`src/rtl/blink_period_meter.sv`:
```
// blink_period_meter
//
// Receive-side companion of the LED blinker. Samples an asynchronous square wave,
// measures the number of CLOCK_50 cycles between consecutive toggles (the half-period),
// reports lock when two consecutive measurements fall within EXPECTED +/- TOL, and
// flags loss of activity after TIMEOUT cycles without a toggle.
//
// Ports:
//   CLOCK_50      in   sole clock
//   RESET         in   asynchronous, active-high reset
//   SIG_IN        in   asynchronous square-wave input
//   PERIOD        out  last measured half-period in cycles (CNT_W bits)
//   PERIOD_VALID  out  one-cycle pulse when PERIOD updates
//   LOCKED        out  two consecutive half-periods within EXPECTED +/- TOL
//   TIMEOUT_FLAG  out  no toggle seen for TIMEOUT cycles
//   LED           out  LED[0] = LOCKED, LED[1] = TIMEOUT_FLAG
//
// Build option:
//   GLITCH_FILTER_EN  when defined, the synchronized input only changes level after the
//                     new value has been stable for FILTER_LEN cycles, so pulses shorter
//                     than FILTER_LEN are ignored. Undefined (default): no filter.

module blink_period_meter #(
  parameter int unsigned CNT_W       = 33,
  parameter int unsigned EXPECTED    = 50000000,
  parameter int unsigned TOL         = 1000,
  parameter int unsigned TIMEOUT     = 100000000,
  parameter int unsigned SYNC_STAGES = 2,
  parameter int unsigned FILTER_LEN  = 4
) (
  input  logic             CLOCK_50,
  input  logic             RESET,
  input  logic             SIG_IN,
  output logic [CNT_W-1:0] PERIOD,
  output logic             PERIOD_VALID,
  output logic             LOCKED,
  output logic             TIMEOUT_FLAG,
  output logic [1:0]       LED
);

  // Elaboration-time sanity checks on the configuration.
  if (SYNC_STAGES < 2 || FILTER_LEN < 1 || (64'(TIMEOUT) >> CNT_W) != 64'd0) begin : g_param_check
    $error("blink_period_meter: illegal parameter combination");
  end

  localparam int unsigned MeasW = CNT_W + 1;
  localparam int unsigned WideW = CNT_W + 2;

  localparam logic [CNT_W:0]   TimeoutW = MeasW'(TIMEOUT);
  localparam logic [CNT_W+1:0] ExpW     = WideW'(EXPECTED);
  localparam logic [CNT_W+1:0] TolW     = WideW'(TOL);

  typedef enum logic [1:0] {
    StIdle,
    StMeasure,
    StTimedOut
  } state_e;

  state_e state_q, state_d;

  logic [SYNC_STAGES-1:0] sync_q, sync_d;
  logic                   hist_q, hist_d;
  logic [CNT_W-1:0]       cnt_q, cnt_d;
  logic [CNT_W-1:0]       period_q, period_d;
  logic                   period_valid_q, period_valid_d;
  logic                   locked_q, locked_d;
  logic                   timeout_q, timeout_d;
  logic                   in_tol_prev_q, in_tol_prev_d;

  logic             sync_lvl;
  logic             lvl;
  logic             edge_det;
  logic [CNT_W:0]   meas;
  logic [CNT_W+1:0] meas_w;
  logic             in_tol;

  assign sync_d   = {sync_q[SYNC_STAGES-2:0], SIG_IN};
  assign sync_lvl = sync_q[SYNC_STAGES-1];

`ifdef GLITCH_FILTER_EN
  localparam int unsigned FiltW = (FILTER_LEN > 1) ? $clog2(FILTER_LEN) : 1;

  logic             filt_q, filt_d;
  logic [FiltW-1:0] stab_q, stab_d;

  // stab_q counts how many cycles the synchronized level has disagreed with the
  // filtered level; the filtered level follows once the disagreement persists.
  always_comb begin
    filt_d = filt_q;
    stab_d = '0;
    if (sync_lvl != filt_q) begin
      if (stab_q == FiltW'(FILTER_LEN - 1)) begin
        filt_d = sync_lvl;
      end else begin
        stab_d = stab_q + 1'b1;
      end
    end
  end

  always_ff @(posedge CLOCK_50 or posedge RESET) begin
    if (RESET) begin
      filt_q <= 1'b0;
      stab_q <= '0;
    end else begin
      filt_q <= filt_d;
      stab_q <= stab_d;
    end
  end

  assign lvl = filt_q;
`else
  assign lvl = sync_lvl;
`endif

  // Either polarity counts as an edge.
  assign edge_det = (lvl != hist_q);
  assign hist_d   = lvl;

  // Measured interval is cnt+1; widened twice so neither the +1 nor the tolerance
  // window arithmetic can wrap.
  assign meas   = {1'b0, cnt_q} + 1'b1;
  assign meas_w = {1'b0, meas};
  assign in_tol = ((meas_w + TolW) >= ExpW) && (meas_w <= (ExpW + TolW));

  always_comb begin
    state_d        = state_q;
    cnt_d          = cnt_q;
    period_d       = period_q;
    period_valid_d = 1'b0;
    locked_d       = locked_q;
    timeout_d      = timeout_q;
    in_tol_prev_d  = in_tol_prev_q;

    unique case (state_q)
      StIdle: begin
        // First edge only starts the interval; nothing to report yet.
        if (edge_det) begin
          state_d = StMeasure;
          cnt_d   = '0;
        end
      end

      StMeasure: begin
        // Edge wins over a coincident timeout.
        if (edge_det) begin
          cnt_d          = '0;
          period_d       = meas[CNT_W-1:0];
          period_valid_d = 1'b1;
          locked_d       = in_tol & in_tol_prev_q;
          in_tol_prev_d  = in_tol;
        end else if (meas == TimeoutW) begin
          state_d       = StTimedOut;
          timeout_d     = 1'b1;
          locked_d      = 1'b0;
          in_tol_prev_d = 1'b0;
        end else begin
          cnt_d = meas[CNT_W-1:0];
        end
      end

      StTimedOut: begin
        // The interval ending at this edge started before activity resumed, so it
        // is not reported as a measurement.
        if (edge_det) begin
          state_d   = StMeasure;
          timeout_d = 1'b0;
          cnt_d     = '0;
        end
      end

      default: begin
        state_d = StIdle;
      end
    endcase
  end

  always_ff @(posedge CLOCK_50 or posedge RESET) begin
    if (RESET) begin
      state_q        <= StIdle;
      sync_q         <= '0;
      hist_q         <= 1'b0;
      cnt_q          <= '0;
      period_q       <= '0;
      period_valid_q <= 1'b0;
      locked_q       <= 1'b0;
      timeout_q      <= 1'b0;
      in_tol_prev_q  <= 1'b0;
    end else begin
      state_q        <= state_d;
      sync_q         <= sync_d;
      hist_q         <= hist_d;
      cnt_q          <= cnt_d;
      period_q       <= period_d;
      period_valid_q <= period_valid_d;
      locked_q       <= locked_d;
      timeout_q      <= timeout_d;
      in_tol_prev_q  <= in_tol_prev_d;
    end
  end

  assign PERIOD       = period_q;
  assign PERIOD_VALID = period_valid_q;
  assign LOCKED       = locked_q;
  assign TIMEOUT_FLAG = timeout_q;
  assign LED          = {timeout_q, locked_q};

endmodule
```
`config.mk`:
```
export PLATFORM = sky130hd
export DESIGN_NAME = blink_period_meter
export DESIGN_NICKNAME = d
export VERILOG_FILES = /design/src/rtl/blink_period_meter.sv
export SDC_FILE = /design/constraint.sdc
export NUM_CORES = 1
export LEC_CHECK = 0
export CORE_ASPECT_RATIO = 1.75
export CORE_MARGIN = 3
export CORE_UTILIZATION = 63
export DETAILED_ROUTE_END_ITERATION = 12
export PLACE_DENSITY_LB_ADDON = 0.3
export SETUP_SLACK_MARGIN = 0.15
export SLEW_MARGIN = 5
export SYNTH_ARGS = -nofsm -noshare
export SYNTH_HDL_FRONTEND = slang
export SYNTH_SLANG_ARGS = --single-unit
export TNS_END_PERCENT = 100
```
`constraint.sdc`:
```
create_clock -name CLOCK_50 -period 8.2 [get_ports CLOCK_50]
set_input_delay 2.46 -clock CLOCK_50 [delete_from_list [all_inputs] [get_ports CLOCK_50]]
set_output_delay 2.46 -clock CLOCK_50 [all_outputs]
set_load 0.01 [all_outputs]
```
==> flow_summary.toml <==
[yosys]
synth_top_cell_area_share = 0.382
ys_seq_area_frac = 0.382
synth_edf_count = 0
post_synth_num_cell_types = 71
syn_nets = 596
yosys_warnings = 0
syn_area_mm2 = 0.00491
synth.area.top_cells = "dfrtp_1, nand2_1, o21ai_0"
async_flop_share = 1.00
avgSynthCellArea_um2 = 8.34
synth_ff_type = "dfrtp_1"
syn_inst = 589
synth_top_area_cell = "dfrtp_1"
ys_seq_elements = 75

[clock_tree]
clockBufferDepth = 2
cts.repair.resized = 0
htreeDepth = 3
insertion_delay_ns = 0.35
tritoncts = "done"
root_buffer = "clkbuf_16"
post_cts_buffers = 0
cts_buffers = 9
cts_hold_buf = 0
clk_pin_slew_ns = 0.06
clock_sinks = 75

[floorplan]
die-area_mm2 = 0.00894
core_area_mm2 = 0.00757
die_height_um = 123
io_pins = 41
die_width_um = 72.8
start_util = 0.649
row_count = 42

[critical_path]
path_cells = "ha_1 > inv_1 > or4_1 > xnor2_1 > or4b_2 > nor4b_1 > nand4_1 > a21oi_1 > a21o_1 > inv_1 > o21ai_0"
end_kind = "flop"
arrival_ns = 5.68
critPathMaxFanout = 39
crit_path_max_incr_delay_ns = 0.91
cp-start-kind = "flop"
worstPathRequired_ns = 8.46
crit_slowest_cell = "a21o_1"
critPathKind = "reg -> reg"
crit_path_frequent_cell = "inv_1"

[layout]
antenna_cells = 0
layout.nets = 608
fin_util = 0.733
syn2layout_area_growth_pct = 12.8
final_cell_mix = "nand2_1, dfrtp_1, o21ai_0, clkdlybuf4s50_1, nor2_1"
fin_cells = 694
layout-drive-gt1-share = 0.0627
fill_cells = 593
layout_commonest_cell = "nand2_1"

[timing]
worst-slew-pin-transition_ns = 1.21
period_share = 0.661
min_period_ns = 5.42
setup_ws_ns = 2.78
hold_viol = 0
max_freq_ghz = 0.185
tns_ns = 0
fin_worst_skew_ns = 0.00714
report.final.slew_viol_count = 0
relSlewSlack = 0.192
finalSetupViolCount = 0
rsz0062_at_grt = "false"

[route]
drc = 0
drt-pass1-iter-count = 7
routed_wl_mm = 15.0
drtAntennaViolNets = 0
initialDrtViolationCount = 477
post_drt_wl_per_cell_um = 21.6
via_per_inst = 6.95
vias = 4820

[placement]
gp_congestion = 0.976
place_hpwl_mm = 10.9
dp_cells = 678
place_ws_ns = 2.96
portBuffers = 40

[pwr]
p_per_area_mw_per_mm2 = 151
leakage_nw = 2.16
ir_drop_uv = 137

[global_routing]
grt_antenna_before_repair = 0
grt_max_degree = 76
overflow = 0
grt_pass1_wl_mm = 24.6
grt_usage = 0.360
grt_pass1_vias = 4682

[min_path]
min_path_type = "reg -> reg"

[job]
maxCapViolations = 0

[outcome]
status = "complete, no violations"
[path summary, 6_finish.rpt]
check,cells after the start,slack (ns),from,endpoint
min reg2reg,0,0.35,sync_q[0],sync_q[1]
max reg2reg,11,2.78,cnt_q[0],cnt_q[32]
min,0,0.35,sync_q[0],sync_q[1]
min in group asynchronous,3,2.74,RESET,hist_q
max,11,2.78,cnt_q[0],cnt_q[32]
max in group asynchronous,3,4.87,RESET,cnt_q[22]
[critical path, delay by kind of cell (launching register included)]
| kind | cells | cell delay [ns] |
|---|---|---|
| adder cells (fa/ha/maj) | 1 | 0.64 |
| flip-flops | 1 | 0.52 |
| XOR/XNOR | 1 | 0.26 |
| AO/OA/AOI/OAI | 3 | 1.31 |
| buffers and inverters | 2 | 0.41 |
| AND/OR/NAND/NOR | 4 | 2.18 |
[cells in the mapped netlist, types with 3 or more instances]
cell type  count
nand2_1       89
and3_1        10
nand2b_1       3
a211oi_1       3
nor4_1        16
ha_1           4
o31a_1         6
o211ai_1       4
dfrtp_1       75
a41o_1         3
nand3_1       19
o21ai_1        3
or3_1          5
a22o_1         3
xnor2_1       21
buf_2          9
xor2_1        11
clkbuf_1      28
o41ai_1        4
a21oi_1       13
o31ai_1       17
o221ai_1       4
o22ai_1        4
inv_1         13
and4_1         7
or2_2          3
o21ai_0       65
nor3_1        17
nand4_1       19
or4_1          6
a31oi_1        6
nor2_1        33
o311ai_0       3
and2_1         8
nor2b_1        5
[power breakdown]
group | leakage [nW] | internal [mW] | switching [mW]
registers | 1.03 | 0.379 | 0.0112
logic | 1.00 | 0.0230 | 0.0484
clock network | 0.130 | 0.212 | 0.163
[sequential cells by signal (all words and copies together) (netlist names)]
name and cells:
LOCKED 1, PERIOD 33, PERIOD_VALID 1, TIMEOUT_FLAG 1, cnt_q 33, hist_q 1
in_tol_prev_q 1, state_q 2, sync_q 2
[cell families (layout without fill, tap and decap cells)]
logic type | count (synthesis) | after routing | synth area share
muxes | 1 | 1 | 0.00229
AOI/OAI and AO/OA | 161 | 161 | 0.216
xor gates and xnor gates | 33 | 33 | 0.0603
adders and majority gates | 4 | 4 | 0.0102
DFF | 75 | 75 | 0.382
buffers and inverters | 55 | 72 | 0.0474
and+or+nand+nor | 260 | 260 | 0.282
[cell type report]
| class | count | area [um2] | share of cell area |
|---|---|---|---|
| timing repair buffer | 43 | 423 | 0.0763 |
| clock buffer | 10 | 239 | 0.0431 |
| sequential | 75 | 1880 | 0.339 |
| clock inverter | 6 | 41.3 | 0.00745 |
| inverter | 13 | 48.8 | 0.00880 |
| tap | 88 | 110 | 0.0199 |
| multi-input combinational | 459 | 2810 | 0.506 |
[metal layers]
metal / routed length (um) / share of wire / vias to the layer above / track usage
met5: 0 / 0 / - / 0
met4: 903 / 0.060 / 0 / 0.210
met3: 884 / 0.059 / 80 / 0.0631
met2: 7850 / 0.52 / 234 / 0.624
met1: 5390 / 0.36 / 2298 / 0.404
li1: - / - / 2208 / -
[through the flow]
stage | hold slack (ns) | power, mW | cell area (um2)
after floorplan | 0.331 | 0.438 | 4910
after global placement | 0.332 | 0.464 | 5260
after detailed placement | 0.339 | 0.467 | 5260
after CTS | 0.352 | 0.835 | 5540
after global routing | 0.364 | 0.862 | 5540
final | 0.350 | 0.836 | 5540
(Power assumes the default switching activity.)
